## config.mk

```make
export PLATFORM = sky130hd
export DESIGN_NAME = bs_tx_serializer_flat
export DESIGN_NICKNAME = d
export VERILOG_FILES = /design/src/rtl/bs_tx_serializer_if.sv /design/src/rtl/bs_tx_serializer.sv /design/src/flat_wrapper.sv
export SDC_FILE = /design/constraint.sdc
export NUM_CORES = 1
export LEC_CHECK = 0
export CAP_MARGIN = 15
export CORE_MARGIN = 4
export CORE_UTILIZATION = 45
export DETAILED_ROUTE_END_ITERATION = 8
export PLACE_DENSITY = 0.7
export SYNTH_ARGS = -nofsm -noshare
export SYNTH_HDL_FRONTEND = slang
export SYNTH_SLANG_ARGS = --single-unit
```

## constraint.sdc

```tcl
create_clock -name clk -period 1.9 [get_ports clk]
set_clock_uncertainty 0.05 [all_clocks]
set_input_delay 0.285 -clock clk [delete_from_list [all_inputs] [get_ports clk]]
set_output_delay 0.285 -clock clk [all_outputs]
set_load 0.01 [all_outputs]
```

## src/rtl/bs_tx_serializer_if.sv

```systemverilog
// Word-in / bit-serial-out bundle of bs_tx_serializer.
// The master is the word producer. The slave is the serializer.
interface bs_tx_serializer_if #(parameter int WIDTH = 10);
   logic [WIDTH-1:0] din;
   logic             din_valid;
   logic             din_ready;
   logic             qs;
   logic             osync;
   logic             busy;

   modport master (output din, din_valid, input din_ready, qs, osync, busy);
   modport slave  (input din, din_valid, output din_ready, qs, osync, busy);
endinterface

```

## src/rtl/bs_tx_serializer.sv

```systemverilog
// LSB-first serializer: 1-cycle accept-to-LSB, gapless frames via shifter + hold register, ready = hold empty.
// BS_TX_ZEROPAD_EN appends PAD zero bits per frame (frame length WIDTH+PAD instead of WIDTH).
module bs_tx_serializer #(
   parameter int WIDTH     = 10,
   parameter int LOG2WIDTH = 4,
   parameter int PAD       = 2
) (
   input  logic              clk,
   input  logic              reset,
   bs_tx_serializer_if.slave bus
);

`ifdef BS_TX_ZEROPAD_EN
   typedef enum logic [1:0] {ST_IDLE, ST_SHIFT, ST_PAD} state_t;
`else
   typedef enum logic [1:0] {ST_IDLE, ST_SHIFT} state_t;
`endif

   localparam logic [LOG2WIDTH-1:0] LAST_BIT = LOG2WIDTH'(WIDTH - 1);
`ifdef BS_TX_ZEROPAD_EN
   localparam logic [LOG2WIDTH-1:0] LAST_PAD = LOG2WIDTH'(PAD - 1);
`endif

   if ((2 ** LOG2WIDTH) < (WIDTH + PAD)) begin : g_bad_cnt_width
      $error("bs_tx_serializer: LOG2WIDTH too small for WIDTH+PAD");
   end

   state_t               state_q, state_d;
   logic [WIDTH-1:0]     sh_q, sh_d;
   logic [WIDTH-1:0]     hold_q, hold_d;
   logic                 hold_full_q, hold_full_d;
   logic [LOG2WIDTH-1:0] cnt_q, cnt_d;
   logic                 qs_q, qs_d;
   logic                 osync_q, osync_d;

   logic                 accept;
   logic                 boundary;
   logic                 start;
   logic                 start_din;
   logic [WIDTH-1:0]     src;

   assign bus.din_ready = ~hold_full_q;
   assign bus.qs        = qs_q;
   assign bus.osync     = osync_q;
   assign bus.busy      = (state_q != ST_IDLE) | hold_full_q;
   assign accept        = bus.din_valid & ~hold_full_q;

   always_ff @(posedge clk or negedge reset) begin
      if (!reset) begin
         state_q     <= ST_IDLE;
         sh_q        <= '0;
         hold_q      <= '0;
         hold_full_q <= 1'b0;
         cnt_q       <= '0;
         qs_q        <= 1'b0;
         osync_q     <= 1'b0;
      end else begin
         state_q     <= state_d;
         sh_q        <= sh_d;
         hold_q      <= hold_d;
         hold_full_q <= hold_full_d;
         cnt_q       <= cnt_d;
         qs_q        <= qs_d;
         osync_q     <= osync_d;
      end
   end

   always_comb begin
      state_d     = state_q;
      sh_d        = sh_q;
      hold_d      = hold_q;
      hold_full_d = hold_full_q;
      cnt_d       = cnt_q;
      qs_d        = 1'b0;
      osync_d     = 1'b0;
      boundary    = 1'b0;
      start       = 1'b0;
      start_din   = 1'b0;
      src         = bus.din;

      case (state_q)
         ST_IDLE: begin
            if (accept) begin
               start     = 1'b1;
               start_din = 1'b1;
            end
         end
         ST_SHIFT: begin
            if (cnt_q == LAST_BIT) begin
`ifdef BS_TX_ZEROPAD_EN
               state_d = ST_PAD;
               cnt_d   = '0;
`else
               boundary = 1'b1;
`endif
            end else begin
               qs_d  = sh_q[0];
               sh_d  = sh_q >> 1;
               cnt_d = cnt_q + 1'b1;
            end
         end
`ifdef BS_TX_ZEROPAD_EN
         ST_PAD: begin
            if (cnt_q == LAST_PAD) begin
               boundary = 1'b1;
            end else begin
               cnt_d = cnt_q + 1'b1;
            end
         end
`endif
         default: begin
            state_d = ST_IDLE;
            cnt_d   = '0;
         end
      endcase

      // Frame boundary: a waiting hold word has priority over a same-cycle bypass.
      if (boundary) begin
         if (hold_full_q) begin
            start       = 1'b1;
            src         = hold_q;
            hold_full_d = 1'b0;
         end else if (accept) begin
            start     = 1'b1;
            start_din = 1'b1;
         end else begin
            state_d = ST_IDLE;
            cnt_d   = '0;
         end
      end

      if (accept && !start_din) begin
         hold_d      = bus.din;
         hold_full_d = 1'b1;
      end

      if (start) begin
         state_d = ST_SHIFT;
         qs_d    = src[0];
         sh_d    = src >> 1;
         osync_d = 1'b1;
         cnt_d   = '0;
      end
   end

endmodule
```

## src/flat_wrapper.sv

```systemverilog
// flat-port wrapper written by rule: the top's interface ports become plain ports
module bs_tx_serializer_flat 
#(
   parameter int WIDTH     = 10,
   parameter int LOG2WIDTH = 4,
   parameter int PAD       = 2
)
  (clk, reset, bus_din, bus_din_valid, bus_din_ready, bus_qs, bus_osync, bus_busy);
  bs_tx_serializer_if #(.WIDTH(WIDTH)) bus_i ();
  input  logic clk;
  input  logic reset;
  input wire logic [$bits(bus_i.din)-1:0] bus_din;
  input wire logic [$bits(bus_i.din_valid)-1:0] bus_din_valid;
  output wire logic [$bits(bus_i.din_ready)-1:0] bus_din_ready;
  output wire logic [$bits(bus_i.qs)-1:0] bus_qs;
  output wire logic [$bits(bus_i.osync)-1:0] bus_osync;
  output wire logic [$bits(bus_i.busy)-1:0] bus_busy;
  assign bus_i.din = bus_din;
  assign bus_i.din_valid = bus_din_valid;
  assign bus_din_ready = bus_i.din_ready;
  assign bus_qs = bus_i.qs;
  assign bus_osync = bus_i.osync;
  assign bus_busy = bus_i.busy;
  bs_tx_serializer #(.WIDTH(WIDTH), .LOG2WIDTH(LOG2WIDTH), .PAD(PAD)) u_core (.clk(clk), .reset(reset), .bus(bus_i));
endmodule
```

==> impl_table.tex <==
\begin{tabular}{lr}
\hline
Metric & Value \\
\hline
\multicolumn{2}{l}{\textbf{Clocking}} \\
\quad TritonCTS clock tree & done \\
\quad H-tree levels & 1 \\
\quad Total clock buffers created by CTS & 3 \\
\quad Latest clock arrival within the worst-skew pair & 330 ps \\
\quad Number of buffers inserted for hold repair after clock tree synthesis & 0 \\
\quad CTS sink count & 28 \\
\quad Clock Path Buffers & 2 \\
\quad Clock tree root buffer cell & clkbuf\_4 \\
\quad Post-CTS clock slew at the launch and capture registers of the worst setup and hold paths & 150 ps \\
\multicolumn{2}{l}{\textbf{Synth}} \\
\quad Cell taking the most area after synthesis & dfrtp\_1 \\
\quad Xor and xnor area share after synthesis & 0\% \\
\quad Fraction of post-synthesis cell area in the top cell type by area & 53.0\% \\
\quad Number of flip-flops and latches in the synthesized netlist & 28 \\
\quad Main combinational cell family by area after synthesis & compound AO/OA/AOI/OAI gates \\
\quad Post-synth net total & 131 \\
\quad Synthesized instance count & 116 \\
\quad Sequential cell area fraction in the yosys report & 53.0\% \\
\quad Post-synthesis mux area share & 10.8\% \\
\quad Count of synthesis-stage warnings from yosys & 0 \\
\quad Post-synth cell types & 27 \\
\quad Share of the synthesized area in compound gates (AO/OA/AOI/OAI) & 16.6\% \\
\quad Top cells by area, synth & dfrtp\_1 (53\%), mux2\_2 (8.5\%), nand2\_1 (5.4\%) \\
\quad Netlist area before placement & 1320 µm² \\
\quad Simple-gate area share of the yosys netlist & 14.9\% \\
\quad Adder-cell share of the synthesized area & 1.89\% \\
\quad Average cell area after synthesis & 11.4 µm² \\
\multicolumn{2}{l}{\textbf{Die}} \\
\quad Die Span Y & 62.2 µm \\
\quad Number of top-level design ports & 17 \\
\quad Number of cell rows & 19 \\
\quad DIE AREA & 3870 µm² \\
\quad Initial core utilization & 47.5\% \\
\quad Chip Width & 62.2 µm \\
\quad Core region area & 2780 µm² \\
\multicolumn{2}{l}{\textbf{Worst setup path}} \\
\quad Startpoint class of the critical path & register \\
\quad WP data arrival & 2020 ps \\
\quad CP endpoint kind & register \\
\quad Category of the critical setup timing path & register to register \\
\quad Worst Path Max Fanout & 4 \\
\quad CP required & 2090 ps \\
\multicolumn{2}{l}{\textbf{Detailed routing}} \\
\quad Number of iterations in the first detailed-routing pass & 4 \\
\quad Via/cell ratio & 5.58 \\
\quad Routed WL & 2550 µm \\
\quad Final routed DRC violation total & 0 \\
\quad Via total after detailed routing & 976 \\
\quad Count of routing violations after the opening detailed-route iteration & 53 \\
\quad Average wire length per cell after detail routing & 14.5 µm \\
\quad Post-DRT Antenna Nets & 0 \\
\multicolumn{2}{l}{\textbf{Power and ir drop}} \\
\quad Static power due to leakage & 0.737 nW \\
\quad Power per Cell Area & 1190 nW/µm² \\
\quad Worst vdd ir & 0.879 mV \\
\multicolumn{2}{l}{\textbf{GRT}} \\
\quad Global-route wire length before repair & 4280 µm \\
\quad GR Overflow Total & 0 \\
\quad Largest net degree at the start of global routing & 29 \\
\quad Via count of the first global-routing pass & 951 \\
\quad Number of antenna violations at the first check in global routing & 0 \\
\quad Aggregate global-route resource usage & 13.3\% \\
\multicolumn{2}{l}{\textbf{Place}} \\
\quad Routability-driven placement congestion ratio & 0.747 \\
\quad Number of port buffers & 16 \\
\quad Post-DP HPWL & 1810 µm \\
\quad Placed standard-cell area & 1540 µm² \\
\quad Post-Place Setup Slack & -95.4 ps \\
\multicolumn{2}{l}{\textbf{Cells and area}} \\
\quad Post-Layout Inst Area & 1680 µm² \\
\quad Growth of design area from synthesis to finish & 27.0\% \\
\quad \# nets final & 160 \\
\quad Number of fill cells & 230 \\
\quad Share of final-layout standard cells stronger than drive strength 1 & 27.1\% \\
\quad Count of antenna diodes in the layout & 0 \\
\multicolumn{2}{l}{\textbf{STA}} \\
\quad Period utilisation layout & 96.2\% \\
\quad Number of failing hold endpoints at the final stage & 0 \\
\quad Worst setup margin & 72.6 ps \\
\quad Number of failing setup endpoints in the final timing report & 0 \\
\quad Fmax & 0.547 GHz \\
\quad Setup repair after global routing missed its margin & false \\
\quad Final count of pins violating max slew & 0 \\
\quad Min Tclk post-route & 1830 ps \\
\multicolumn{2}{l}{\textbf{Status}} \\
\quad Outcome & finished, final reports clean \\
\multicolumn{2}{l}{\textbf{Flow run}} \\
\quad Reported max-cap violation count & 0 \\
\multicolumn{2}{l}{\textbf{Min path}} \\
\quad Hold WC Path Type & input pin to async pin \\
\hline
\end{tabular}
==> cell usage after synthesis <==
cell type   n
a32o_1      1
mux2_4      2
mux2_2     10
dfrtp_1    28
nand3b_1    1
a21oi_4     1
o22ai_1     8
a2bb2oi_1   1
a21oi_1     5
and3b_4     1
o21ai_0     1
nor2_1      5
buf_2       3
o2bb2ai_1   1
nand3_1     4
a31oi_1     9
nand2_1    19
a211oi_2    1
nor3_1      2
conb_1      1
a221oi_4    1
or3_2       1
inv_1       5
nor3_4      1
nand2b_4    1
ha_1        2
nand3b_4    1
==> metrics by stage <==
stage | util, % | setup TNS, ps | total power, mW | instances | hold WS [ps]
after detailed placement | 55.5 | -593 | 1.54 | 165 | 446
after global placement | 55.5 | -1.87 | 1.51 | 165 | 441
after global routing | 60.4 | 0 | 2.13 | 175 | 271
final | 60.4 | 0 | 1.99 | 175 | 251
after floorplan | - | 0 | 1.34 | 116 | -60.6
after CTS | 58.0 | 0 | 1.93 | 170 | 266
==> worst max-delay path, cell delays in order, from the launching register on <==
cell,delay (ps)
dfrtp_1,440
inv_1,70
ha_1,210
nand3b_4,120
nor3_4,300
mux2_4,330
a32o_1,220
==> power by group <==
| part | switching [mW] | total [mW] | internal [mW] |
|---|---|---|---|
| clock network | 0.173 | 0.387 | 0.213 |
| logic | 0.280 | 0.656 | 0.377 |
| registers | 0.125 | 0.950 | 0.825 |
| total | 0.578 | 1.99 | 1.42 |
==> routing by layer <==
metal	vias to the layer above	GRT usage, %	wire, µm
li1	474	-	-
met1	470	17.0	1140
met2	28	21.8	1270
met3	4	4.68	123
met4	0	2.71	17
met5	-	0	0
==> placed cells by master, fill, tap and decap left out, types with 2 or more instances in the layout <==
cell type        count
clkbuf_4             3
nor3_1               2
buf_4                9
nand2_1             19
a21oi_1              5
nand3_1              4
nor2_1               5
clkdlybuf4s50_1     16
dfrtp_2              2
inv_1                3
dfrtp_1             26
mux2_4               2
mux2_2              10
ha_1                 2
o22ai_1              8
buf_12               2
a31oi_1              9
==> path summary, 6_finish.rpt <==
path | start | to | slack, ps | cells after the start
setup reg to reg | u_core.cnt_q[1]$_DFF_PN0_ | u_core.bus.qs$_DFF_PN0_ | 70 | 6
min in group clk | u_core.hold_q[4]$_DFFE_PN0P_ | u_core.hold_q[4]$_DFFE_PN0P_ | 470 | 1
setup / recovery | u_core.cnt_q[1]$_DFF_PN0_ | u_core.bus.qs$_DFF_PN0_ | 70 | 6
hold / removal | reset | u_core.cnt_q[2]$_DFF_PN0_ | 250 | 2
hold reg to reg | u_core.hold_q[4]$_DFFE_PN0P_ | u_core.hold_q[4]$_DFFE_PN0P_ | 470 | 1
max in group asynchronous | reset | u_core.state_q[1]$_DFF_PN0_ | 1260 | 2
==> layout make-up <==
class / count / area [µm²] / share of cell area [%]
sequential: 28 / 703 / 41.9
multi-input combinational: 80 / 596 / 35.5
timing repair buffer: 27 / 268 / 15.9
tap: 31 / 38.8 / 2.31
clock inverter: 1 / 30.0 / 1.79
clock buffer: 3 / 22.5 / 1.34
inverter: 5 / 21.3 / 1.27
==> kinds of logic after synthesis <==
group | count (synthesis)
simple gates | 36
compound gates | 29
flops | 28
mux | 12
buf+inv | 8
fa+ha+maj | 2
other cells | 1
==> repair_timing <==
action | CTS | global route
setup buffers | 1 | 5
endpoints found under the setup margin | 11 | 16
gates resized for setup | 3 | 3
pin swaps | 0 | 3
==> sequential cells by signal, summed over array words and instances (netlist names) <==
register and cells:
u_core.hold_q 10, u_core.sh_q 9, u_core.cnt_q 4, u_core.state_q 2
u_core.bus.osync 1, u_core.bus.qs 1, u_core.hold_full_q 1
No activity file was read; power rests on OpenSTA's default activity.
